## src/rtl/servant_pm_pkg.sv

```systemverilog
// ----------------------------------------------------------------------------
// servant_pm_pkg : shared state encoding and sizing helper for the clock PM
// Rev 1.0
// ----------------------------------------------------------------------------
`default_nettype none

package servant_pm_pkg;

  localparam int unsigned PM_STATE_W = 3;

  typedef enum logic [PM_STATE_W-1:0] {
    ST_RUN   = 3'd0,
    ST_DRAIN = 3'd1,
    ST_GATE0 = 3'd2,
    ST_GATE1 = 3'd3,
    ST_SLEEP = 3'd4,
    ST_WAKE1 = 3'd5,
    ST_WAKE0 = 3'd6
  } pm_state_e;

  // One spare bit above the longest interval so a load value can never wrap.
  function automatic int unsigned pm_cnt_width(input int unsigned drain_timeout,
                                               input int unsigned stagger,
                                               input int unsigned holdoff);
    int unsigned span;
    span = (drain_timeout > stagger + holdoff) ? drain_timeout : stagger + holdoff;
    return $clog2(span) + 1;
  endfunction

endpackage

`default_nettype wire

```

## src/rtl/servant_pm_timer.sv

```systemverilog
// ----------------------------------------------------------------------------
// servant_pm_timer : loadable saturating down-counter with terminal-count flag
// Rev 1.0
// ----------------------------------------------------------------------------
`default_nettype none

module servant_pm_timer
  import servant_pm_pkg::*;
#(
  parameter int unsigned WIDTH = 8
) (
  input  logic             i_clk,
  input  logic             i_rst,
  input  logic             i_load,
  input  logic [WIDTH-1:0] i_load_val,
  output logic             o_tc
);

  logic [WIDTH-1:0] count_q;
  logic [WIDTH-1:0] count_d;

  always_comb begin
    count_d = count_q;
    if (i_load) begin
      count_d = i_load_val;
    end else if (count_q != '0) begin
      count_d = count_q - 1'b1;
    end
  end

  always_ff @(posedge i_clk or posedge i_rst) begin
    if (i_rst) begin
      count_q <= '0;
    end else begin
      count_q <= count_d;
    end
  end

  assign o_tc = (count_q == '0);

endmodule

`default_nettype wire

```

## src/rtl/servant_clk_en_ctrl.sv

```systemverilog
// ----------------------------------------------------------------------------
// servant_clk_en_ctrl : sleep/wake sequencer driving the core and bus BUFGCE enables
// Rev 1.0
// ----------------------------------------------------------------------------
`default_nettype none

module servant_clk_en_ctrl
  import servant_pm_pkg::*;
#(
  parameter int unsigned DRAIN_TIMEOUT = 64,
  parameter int unsigned STAGGER       = 4,
  parameter int unsigned WAKE_HOLDOFF  = 2
) (
  input  logic                  i_clk,
  input  logic                  i_rst,
  input  logic                  i_sleep_req,
  input  logic                  i_wake,
  input  logic                  i_bus_busy,
  output logic                  o_clk0_en,
  output logic                  o_clk1_en,
  output logic                  o_sleeping,
  output logic                  o_sleep_abort,
  output logic [PM_STATE_W-1:0] o_state
);

  localparam int unsigned CNT_W = pm_cnt_width(DRAIN_TIMEOUT, STAGGER, WAKE_HOLDOFF);

  // Timer reaches zero after (load value + 1) cycles, hence the -1 on every interval.
  localparam logic [CNT_W-1:0] DRAIN_LOAD   = CNT_W'(DRAIN_TIMEOUT - 1);
  localparam logic [CNT_W-1:0] STAGGER_LOAD = CNT_W'(STAGGER - 1);
  localparam logic [CNT_W-1:0] WAKE1_LOAD   = CNT_W'(STAGGER + WAKE_HOLDOFF - 1);

  pm_state_e        state_q;
  pm_state_e        state_d;
  logic             arm_q;
  logic             arm_d;
  logic             clk0_en_q;
  logic             clk0_en_d;
  logic             clk1_en_q;
  logic             clk1_en_d;
  logic             sleeping_q;
  logic             sleeping_d;
  logic             abort_q;
  logic             abort_d;

  logic             tmr_load;
  logic [CNT_W-1:0] tmr_load_val;
  logic             tmr_tc;

  servant_pm_timer #(
    .WIDTH (CNT_W)
  ) u_timer (
    .i_clk      (i_clk),
    .i_rst      (i_rst),
    .i_load     (tmr_load),
    .i_load_val (tmr_load_val),
    .o_tc       (tmr_tc)
  );

  always_comb begin
    state_d      = state_q;
    arm_d        = arm_q;
    abort_d      = 1'b0;
    tmr_load     = 1'b0;
    tmr_load_val = '0;

    // A timed-out request stays disarmed until the CSR bit is seen low again.
    if (!i_sleep_req) begin
      arm_d = 1'b1;
    end

    case (state_q)
      ST_RUN: begin
        if (i_sleep_req && arm_q && !i_wake) begin
          state_d      = ST_DRAIN;
          tmr_load     = 1'b1;
          tmr_load_val = DRAIN_LOAD;
        end
      end
      ST_DRAIN: begin
        if (i_wake) begin
          state_d = ST_RUN;
        end else if (!i_bus_busy) begin
          state_d      = ST_GATE0;
          tmr_load     = 1'b1;
          tmr_load_val = STAGGER_LOAD;
        end else if (tmr_tc) begin
          state_d = ST_RUN;
          abort_d = 1'b1;
          arm_d   = 1'b0;
        end
      end
      ST_GATE0: begin
        if (i_wake) begin
          state_d      = ST_WAKE0;
          tmr_load     = 1'b1;
          tmr_load_val = STAGGER_LOAD;
        end else if (tmr_tc) begin
          state_d = ST_GATE1;
        end
      end
      ST_GATE1: begin
        state_d = ST_SLEEP;
      end
      ST_SLEEP: begin
        if (i_wake) begin
          state_d      = ST_WAKE1;
          tmr_load     = 1'b1;
          tmr_load_val = WAKE1_LOAD;
        end
      end
      ST_WAKE1: begin
        if (tmr_tc) begin
          state_d      = ST_WAKE0;
          tmr_load     = 1'b1;
          tmr_load_val = STAGGER_LOAD;
        end
      end
      ST_WAKE0: begin
        if (tmr_tc) begin
          state_d = ST_RUN;
        end
      end
      default: begin
        state_d = ST_RUN;
      end
    endcase

    // Enables are decoded from the next state so they change on the entry edge.
    clk0_en_d  = (state_d == ST_RUN) || (state_d == ST_DRAIN) || (state_d == ST_WAKE0);
    sleeping_d = (state_d == ST_GATE1) || (state_d == ST_SLEEP);
    clk1_en_d  = !sleeping_d;
  end

  always_ff @(posedge i_clk or posedge i_rst) begin
    if (i_rst) begin
      state_q    <= ST_RUN;
      arm_q      <= 1'b1;
      clk0_en_q  <= 1'b1;
      clk1_en_q  <= 1'b1;
      sleeping_q <= 1'b0;
      abort_q    <= 1'b0;
    end else begin
      state_q    <= state_d;
      arm_q      <= arm_d;
      clk0_en_q  <= clk0_en_d;
      clk1_en_q  <= clk1_en_d;
      sleeping_q <= sleeping_d;
      abort_q    <= abort_d;
    end
  end

  assign o_clk0_en     = clk0_en_q;
  assign o_clk1_en     = clk1_en_q;
  assign o_sleeping    = sleeping_q;
  assign o_sleep_abort = abort_q;
  assign o_state       = state_q;

endmodule

`default_nettype wire

```

## config.mk

```make
export PLATFORM = sky130hd
export DESIGN_NAME = servant_clk_en_ctrl
export DESIGN_NICKNAME = d
export VERILOG_FILES = /design/src/rtl/servant_pm_pkg.sv /design/src/rtl/servant_pm_timer.sv /design/src/rtl/servant_clk_en_ctrl.sv
export SDC_FILE = /design/constraint.sdc
export NUM_CORES = 1
export LEC_CHECK = 0
export ABC_AREA = 1
export ABC_CLOCK_PERIOD_IN_PS = 1850
export CORE_MARGIN = 10
export CORE_UTILIZATION = 55
export CTS_BUF_LIST = sky130_fd_sc_hd__clkbuf_4 sky130_fd_sc_hd__clkbuf_8
export DETAILED_ROUTE_END_ITERATION = 16
export PLACE_DENSITY_LB_ADDON = 0.12
export SLEW_MARGIN = 15
export SYNTH_ARGS = -nofsm -noshare
export SYNTH_HDL_FRONTEND = slang
export SYNTH_SLANG_ARGS = --single-unit
```

## constraint.sdc

```tcl
create_clock -name i_clk -period 1.85 [get_ports i_clk]
set_input_delay 0.37 -clock i_clk [delete_from_list [all_inputs] [get_ports i_clk]]
set_output_delay 0.37 -clock i_clk [all_outputs]
set_load 0.005 [all_outputs]
```

=== Word level (Yosys, flattened, before mapping) ===
Cells that the tools add are included.

* Input bits: 5
* Register bits after elaboration: 15

* Multiplexer cells: 32
* Reductions and logical operators: 13
* Eq/ne operators: 10
* Add/sub/neg operators: 1

{| class="wikitable"
|+ Operators by type and width
! cell !! number
|-
| 6-bit one-hot mux with 5 select lines || 1
|-
| 3-bit 2-to-1 mux || 9
|-
| 3-bit one-hot mux with 7 select lines || 1
|-
| 3-bit equality test (second input constant) || 5
|-
| 7-bit 2-to-1 mux || 2
|-
| 1-bit 2-to-1 mux || 13
|-
| 3-bit by 2-bit equality test with 1-bit output (second input constant) || 3
|-
| 2-bit 2-to-1 mux || 4
|-
| 7-bit zero test || 1
|-
| 7-bit nonzero test || 1
|-
| 7-bit by 1-bit subtractor with 7-bit output (second input constant) || 1
|-
| 3-bit by 1-bit equality test with 1-bit output (second input constant) || 2
|-
| 3-bit zero test || 2
|-
| 6-bit 2-to-1 mux || 1
|-
| 1-bit one-hot mux with 4 select lines || 1
|-
| 1-bit logical OR || 3
|-
| 1-bit logical AND || 2
|-
| 1-bit zero test || 2
|-
| 2-bit nonzero test || 1
|-
| 2-bit OR reduction || 1
|}

=== Longest topological paths before layout ===
* Depth in word-level cells: 8
* Gate-level depth with buffers: 11
* Gate-level depth less buffers: 11

=== By module ===
A second synthesis with hierarchy kept.

* Cell total of the unflattened synthesis: 138
* Area, all modules: 1,019.7 um2

{| class="wikitable"
|+ By module, submodules not included
! module !! seq. area each (um2) !! area an instance (um2) !! instances !! cells an instance
|-
| servant_pm_timer || 175.2 || 514.2 || 1 || 69
|-
| servant_clk_en_ctrl || 203.9 || 505.5 || 1 || 69
|}

=== Worst setup path after synthesis ===
Ideal clock, no wire load.

* Path kind: register to register
* Start: register u_timer.count_q[0]
* End: register clk1_en_q (netlist: o_clk1_en)
* Setup time: 0.076 ns
* Setup slack: 0.402 ns
* Required time: 1.774 ns
* Stages on the path, launching flop included: 12
* Clock period less this slack: 1.448 ns
* Buffers on the path: 0
* Arrival: 1.373 ns
* Path through: dfrtp_1 > inv_1 > ha_1 > inv_2 > nor2_4 > nand3_4 > nand2_4 > nand2_1 > nor2_2 > nand2_1 > nand2_1 > nand2_1

* Word-level cells in the longest chain between the ends: 8

{| class="wikitable"
|+ Ends and longest elaborated chain
! what !! RTL line !! text
|-
| start: declaration || servant_pm_timer.sv:19 || <nowiki>logic [WIDTH-1:0] count_q;</nowiki>
|-
| start signal: assignment || servant_pm_timer.sv:35 || <nowiki>count_q <= count_d;</nowiki>
|-
| 7-bit zero test * || servant_pm_timer.sv:39 || <nowiki>assign o_tc = (count_q == '0);</nowiki>
|-
| 3-bit 2-to-1 mux || servant_clk_en_ctrl.sv:87, servant_clk_en_ctrl.sv:120 ||
|-
| 3-bit 2-to-1 mux || servant_clk_en_ctrl.sv:83 || <nowiki>end else if (!i_bus_busy) begin</nowiki>
|-
| 3-bit 2-to-1 mux || servant_clk_en_ctrl.sv:81 || <nowiki>if (i_wake) begin</nowiki>
|-
| 3-bit one-hot mux with 7 select lines * || servant_clk_en_ctrl.sv:72 || <nowiki>case (state_q)</nowiki>
|-
| 3-bit by 2-bit equality test with 1-bit output or 3-bit equality test (tied branches) || servant_clk_en_ctrl.sv:131 || <nowiki>sleeping_d = (state_d == ST_GATE1) || (state_d == ST_SLEEP);</nowiki>
|-
| 1-bit logical OR * || servant_clk_en_ctrl.sv:131 ||
|-
| 1-bit zero test * || servant_clk_en_ctrl.sv:132 || <nowiki>clk1_en_d = !sleeping_d;</nowiki>
|-
| named net clk1_en_d || servant_clk_en_ctrl.sv:40 || <nowiki>logic clk1_en_d;</nowiki>
|-
| end signal: assignment || servant_clk_en_ctrl.sv:147 || <nowiki>clk1_en_q <= clk1_en_d;</nowiki>
|-
| end: declaration || servant_clk_en_ctrl.sv:39 || <nowiki>logic clk1_en_q;</nowiki>
|}

Mark *: on every way through the listed nets, which the timed path passes. The rest lies on a longest branch.
A chain may end at the register's enable or synchronous reset.

=== Final worst setup path ===
* Start: register state_q[1] (netlist: o_state[1])
* End: output port o_state[1]

{| class="wikitable"
|+ RTL lines
! what !! RTL line !! text
|-
| start: declaration || servant_clk_en_ctrl.sv:33 || <nowiki>pm_state_e state_q;</nowiki>
|-
| start signal: assignment || servant_clk_en_ctrl.sv:144 || <nowiki>state_q <= state_d;</nowiki>
|-
| end: declaration || servant_clk_en_ctrl.sv:23 || <nowiki>output logic [PM_STATE_W-1:0] o_state</nowiki>
|}

No word-level cell between the ends.

==> impl_metrics.ini <==
[place]
gpl.final_weighted_congestion = 0.868
placedCellCount = 140
dp_hpwl_mm = 1.33
port_buffers = 11

[clocking]
cts-buffers-inserted = 3
cts-htree-levels = 1
cts_resized = 0
cts_tree = yes
cts_post_setup_buffers_inserted = 0
clock_slew_seen_by_the_registers_of_the_worst_setup_and_hold_paths_ps = 100
worst_skew_pair_latency_ps = 280
cts_hold_buf = 0
max-clock-path-buffers = 2
cts.root.buffer_cell = sky130_fd_sc_hd__clkbuf_4
clkSinkCount = 15

[sta]
final_max_slew_viol_count = 0
worst_tran_pin_value_ps = 529
final_report_hold_violation_count = 0
setup_tns_ps = 0
layout_min_cycle_time_ps = 1690
peak_clock_frequency_supported_by_timing_ghz = 0.593
rsz0062_at_grt = no
slew_headroom_pct = 64.7
fraction_of_the_cycle_the_final_worst_path_needs_pct = 91.2
finalSetupViolCount = 0
finalHoldWorstSlack_ps = 418
clock-skew-final_ps = 12.5

[worst_setup_path]
critical_path_arrival_ps = 1320
critical_path.cell_chain = clkdlybuf4s50_1
critical_path.max_fanout = 7
crit_type = reg -> out
setup.worst_path.end_class = output pin
cp-start-kind = register
critPathTopFamily = buffers and inverters
cpPeakStageDelay_ps = 550
cp.required_ps = 1480
timing.critical_path.slowest_stage_cell = sky130_fd_sc_hd__clkdlybuf4s50_1
crit_buf_inv = 1
setup.reg_to_reg.worst_slack_ps = 190

[power]
cellPowerDensity_mw_per_mm2 = 1520
total_leakage_power_nw = 0.537
power.total_mw = 1.62
ir_worst_vdd_v = 0.000699

[synthesis]
synth-compound-area-share_pct = 4.55
synth_simple_gate_area_share_pct = 40.6
syn-cell-area_um2 = 907
flip_flop_and_latch_count_after_synthesis = 15
postSynthAreaPerCell_um2 = 8.03
main_combinational_cell_family_by_area_after_synthesis = simple AND/OR/NAND/NOR gates
netlist.top_cell.by_area = sky130_fd_sc_hd__dfrtp_1
post_synth_num_cell_types = 22
post_synth_net_total = 119
yosys.area_share.xor_xnor_pct = 3.86
yosys-mux-area-fraction_pct = 0
share_of_the_yosys_chip_area_belonging_to_registers_pct = 41.8
synth_top_area_share_pct = 33.1
synthAdderAreaFrac_pct = 1.38
synthesis.yosys.warnings = 0
cell_types_occupying_the_most_area_after_synthesis = sky130_fd_sc_hd__dfrtp_1 33%, sky130_fd_sc_hd__nand2_1 12%, sky130_fd_sc_hd__dfstp_2 8.7%
synthesis.instances = 113

[drt]
first_iter_violations = 11
vias = 722
drtAntennaViolNets = 0
route.detailed.wl_per_inst_um = 11.4
met2_length_um = 724
drt-pass1-iter-count = 4
wirelength_met1_um = 798
drt-total-wl_mm = 1.64
route.detailed.vias_per_inst = 5.01
top_signal_layer_used = met4
met3_wirelength_um = 100
detail_route.drc_violations = 0

[run]
drv.max_cap_violation_count = 0

[floorplan]
core-area_mm2 = 0.00154
die_w_um = 60.6
floorplan.die_area_mm2 = 0.00367
io_pins = 12
die_y_um = 60.6
initial_core_util_pct = 58.8
placementRows = 14

[cells_and_area]
finish.net_count = 135
drive_gt1_share_pct = 19.5
area.growth.synth_to_final_pct = 17.4
final_cell_count_no_fill = 144
n_antenna_cell = 0

[global_routing]
grt_overall_usage_pct = 9.72
grt_pass1_vias = 699
grt_start_max_net_pins = 16
antenna_violations_before_repair = 0
grt-ovfl-total = 0
grt_first_pass_wirelength_mm = 2.83

[min_path]
worst_hold_path_type = in -> async

[outcome]
status = completed
final cells by class:
cell class	instances	area, um^2
tap	16	20.0
sequential	15	379
timing repair buffer	11	110
multi-input combinational	79	457
clock inverter	1	5.00
inverter	19	71.3
clock buffer	3	22.5
fill	125	477
state kept, by name, summed over array words and instances (netlist names):
register         count
u_timer.count_q      7
o_state              3
arm_q                1
o_clk0_en            1
o_clk1_en            1
o_sleep_abort        1
o_sleeping           1
synth_stat cells:
master / number
sky130_fd_sc_hd__ha_1: 1
sky130_fd_sc_hd__dfrtp_1: 12
sky130_fd_sc_hd__xnor2_1: 3
sky130_fd_sc_hd__nand3_4: 1
sky130_fd_sc_hd__inv_2: 2
sky130_fd_sc_hd__nand4_4: 1
sky130_fd_sc_hd__nor2_2: 6
sky130_fd_sc_hd__o21ai_1: 3
sky130_fd_sc_hd__nand2_1: 28
sky130_fd_sc_hd__a31oi_1: 1
sky130_fd_sc_hd__nor2_4: 5
sky130_fd_sc_hd__dfstp_2: 3
sky130_fd_sc_hd__nor2_1: 9
sky130_fd_sc_hd__xor2_1: 1
sky130_fd_sc_hd__nand2_2: 2
sky130_fd_sc_hd__o21ai_0: 1
sky130_fd_sc_hd__nand3b_1: 1
sky130_fd_sc_hd__nand4_1: 4
sky130_fd_sc_hd__nand3_1: 8
sky130_fd_sc_hd__a21oi_1: 3
sky130_fd_sc_hd__nand2_4: 1
sky130_fd_sc_hd__inv_1: 17
layout by cell type, fill, tap and decap left out, drive strengths merged:
cell,n
a21oi,3
xnor2,3
nand3,9
nand2,31
nand4,5
inv,19
nor2,20
o21ai,4
a31oi,1
dfstp,3
clkinv,1
clkbuf,3
xor2,1
clkdlybuf4s50,11
dfrtp,12
ha,1
nand3b,1
kinds of logic after synthesis:
logic type | Yosys count
and+or+nand+nor | 66
adders and majority gates | 1
buffers and inverters | 19
AOI/OAI and AO/OA | 8
DFF | 15
xor gates and xnor gates | 4
final timing paths:
check	startpoint	endpoint	cells after the start
worst min-delay path	i_rst	o_sleeping$_DFF_PP0_	2
worst max-delay path	o_state[1]$_DFF_PP0_	o_state[1]	1
worst max register to register	u_timer.count_q[0]$_DFFE_PP0P_	o_clk1_en$_DFF_PP1_	11
min in group i_clk	arm_q$_DFF_PP1_	arm_q$_DFF_PP1_	2
worst min register to register	arm_q$_DFF_PP1_	arm_q$_DFF_PP1_	2
max in group asynchronous	i_rst	arm_q$_DFF_PP1_	2
where the power goes:
part	internal, mW	switching [mW]
Sequential	0.467	0.108
Clock	0.0801	0.104
Combinational	0.378	0.481
routing by layer:
metal / up-vias / track usage, %
met2: 13 / 14.1
met5: - / 0
li1: 384 / -
met1: 323 / 12.5
met3: 2 / 3.97
met4: 0 / 3.76
stage by stage:
step	instance area (um^2)	util, %	worst slack [ps]
4_1_cts	1060	69.1	147
5_1_grt	1060	69.1	23.3
2_1_floorplan	907	-	402
3_3_place_gp	1040	67.3	126
6_report	1060	69.1	162
3_5_place_dp	1040	67.3	103
Note: power is estimated with default switching activity, not from simulation.
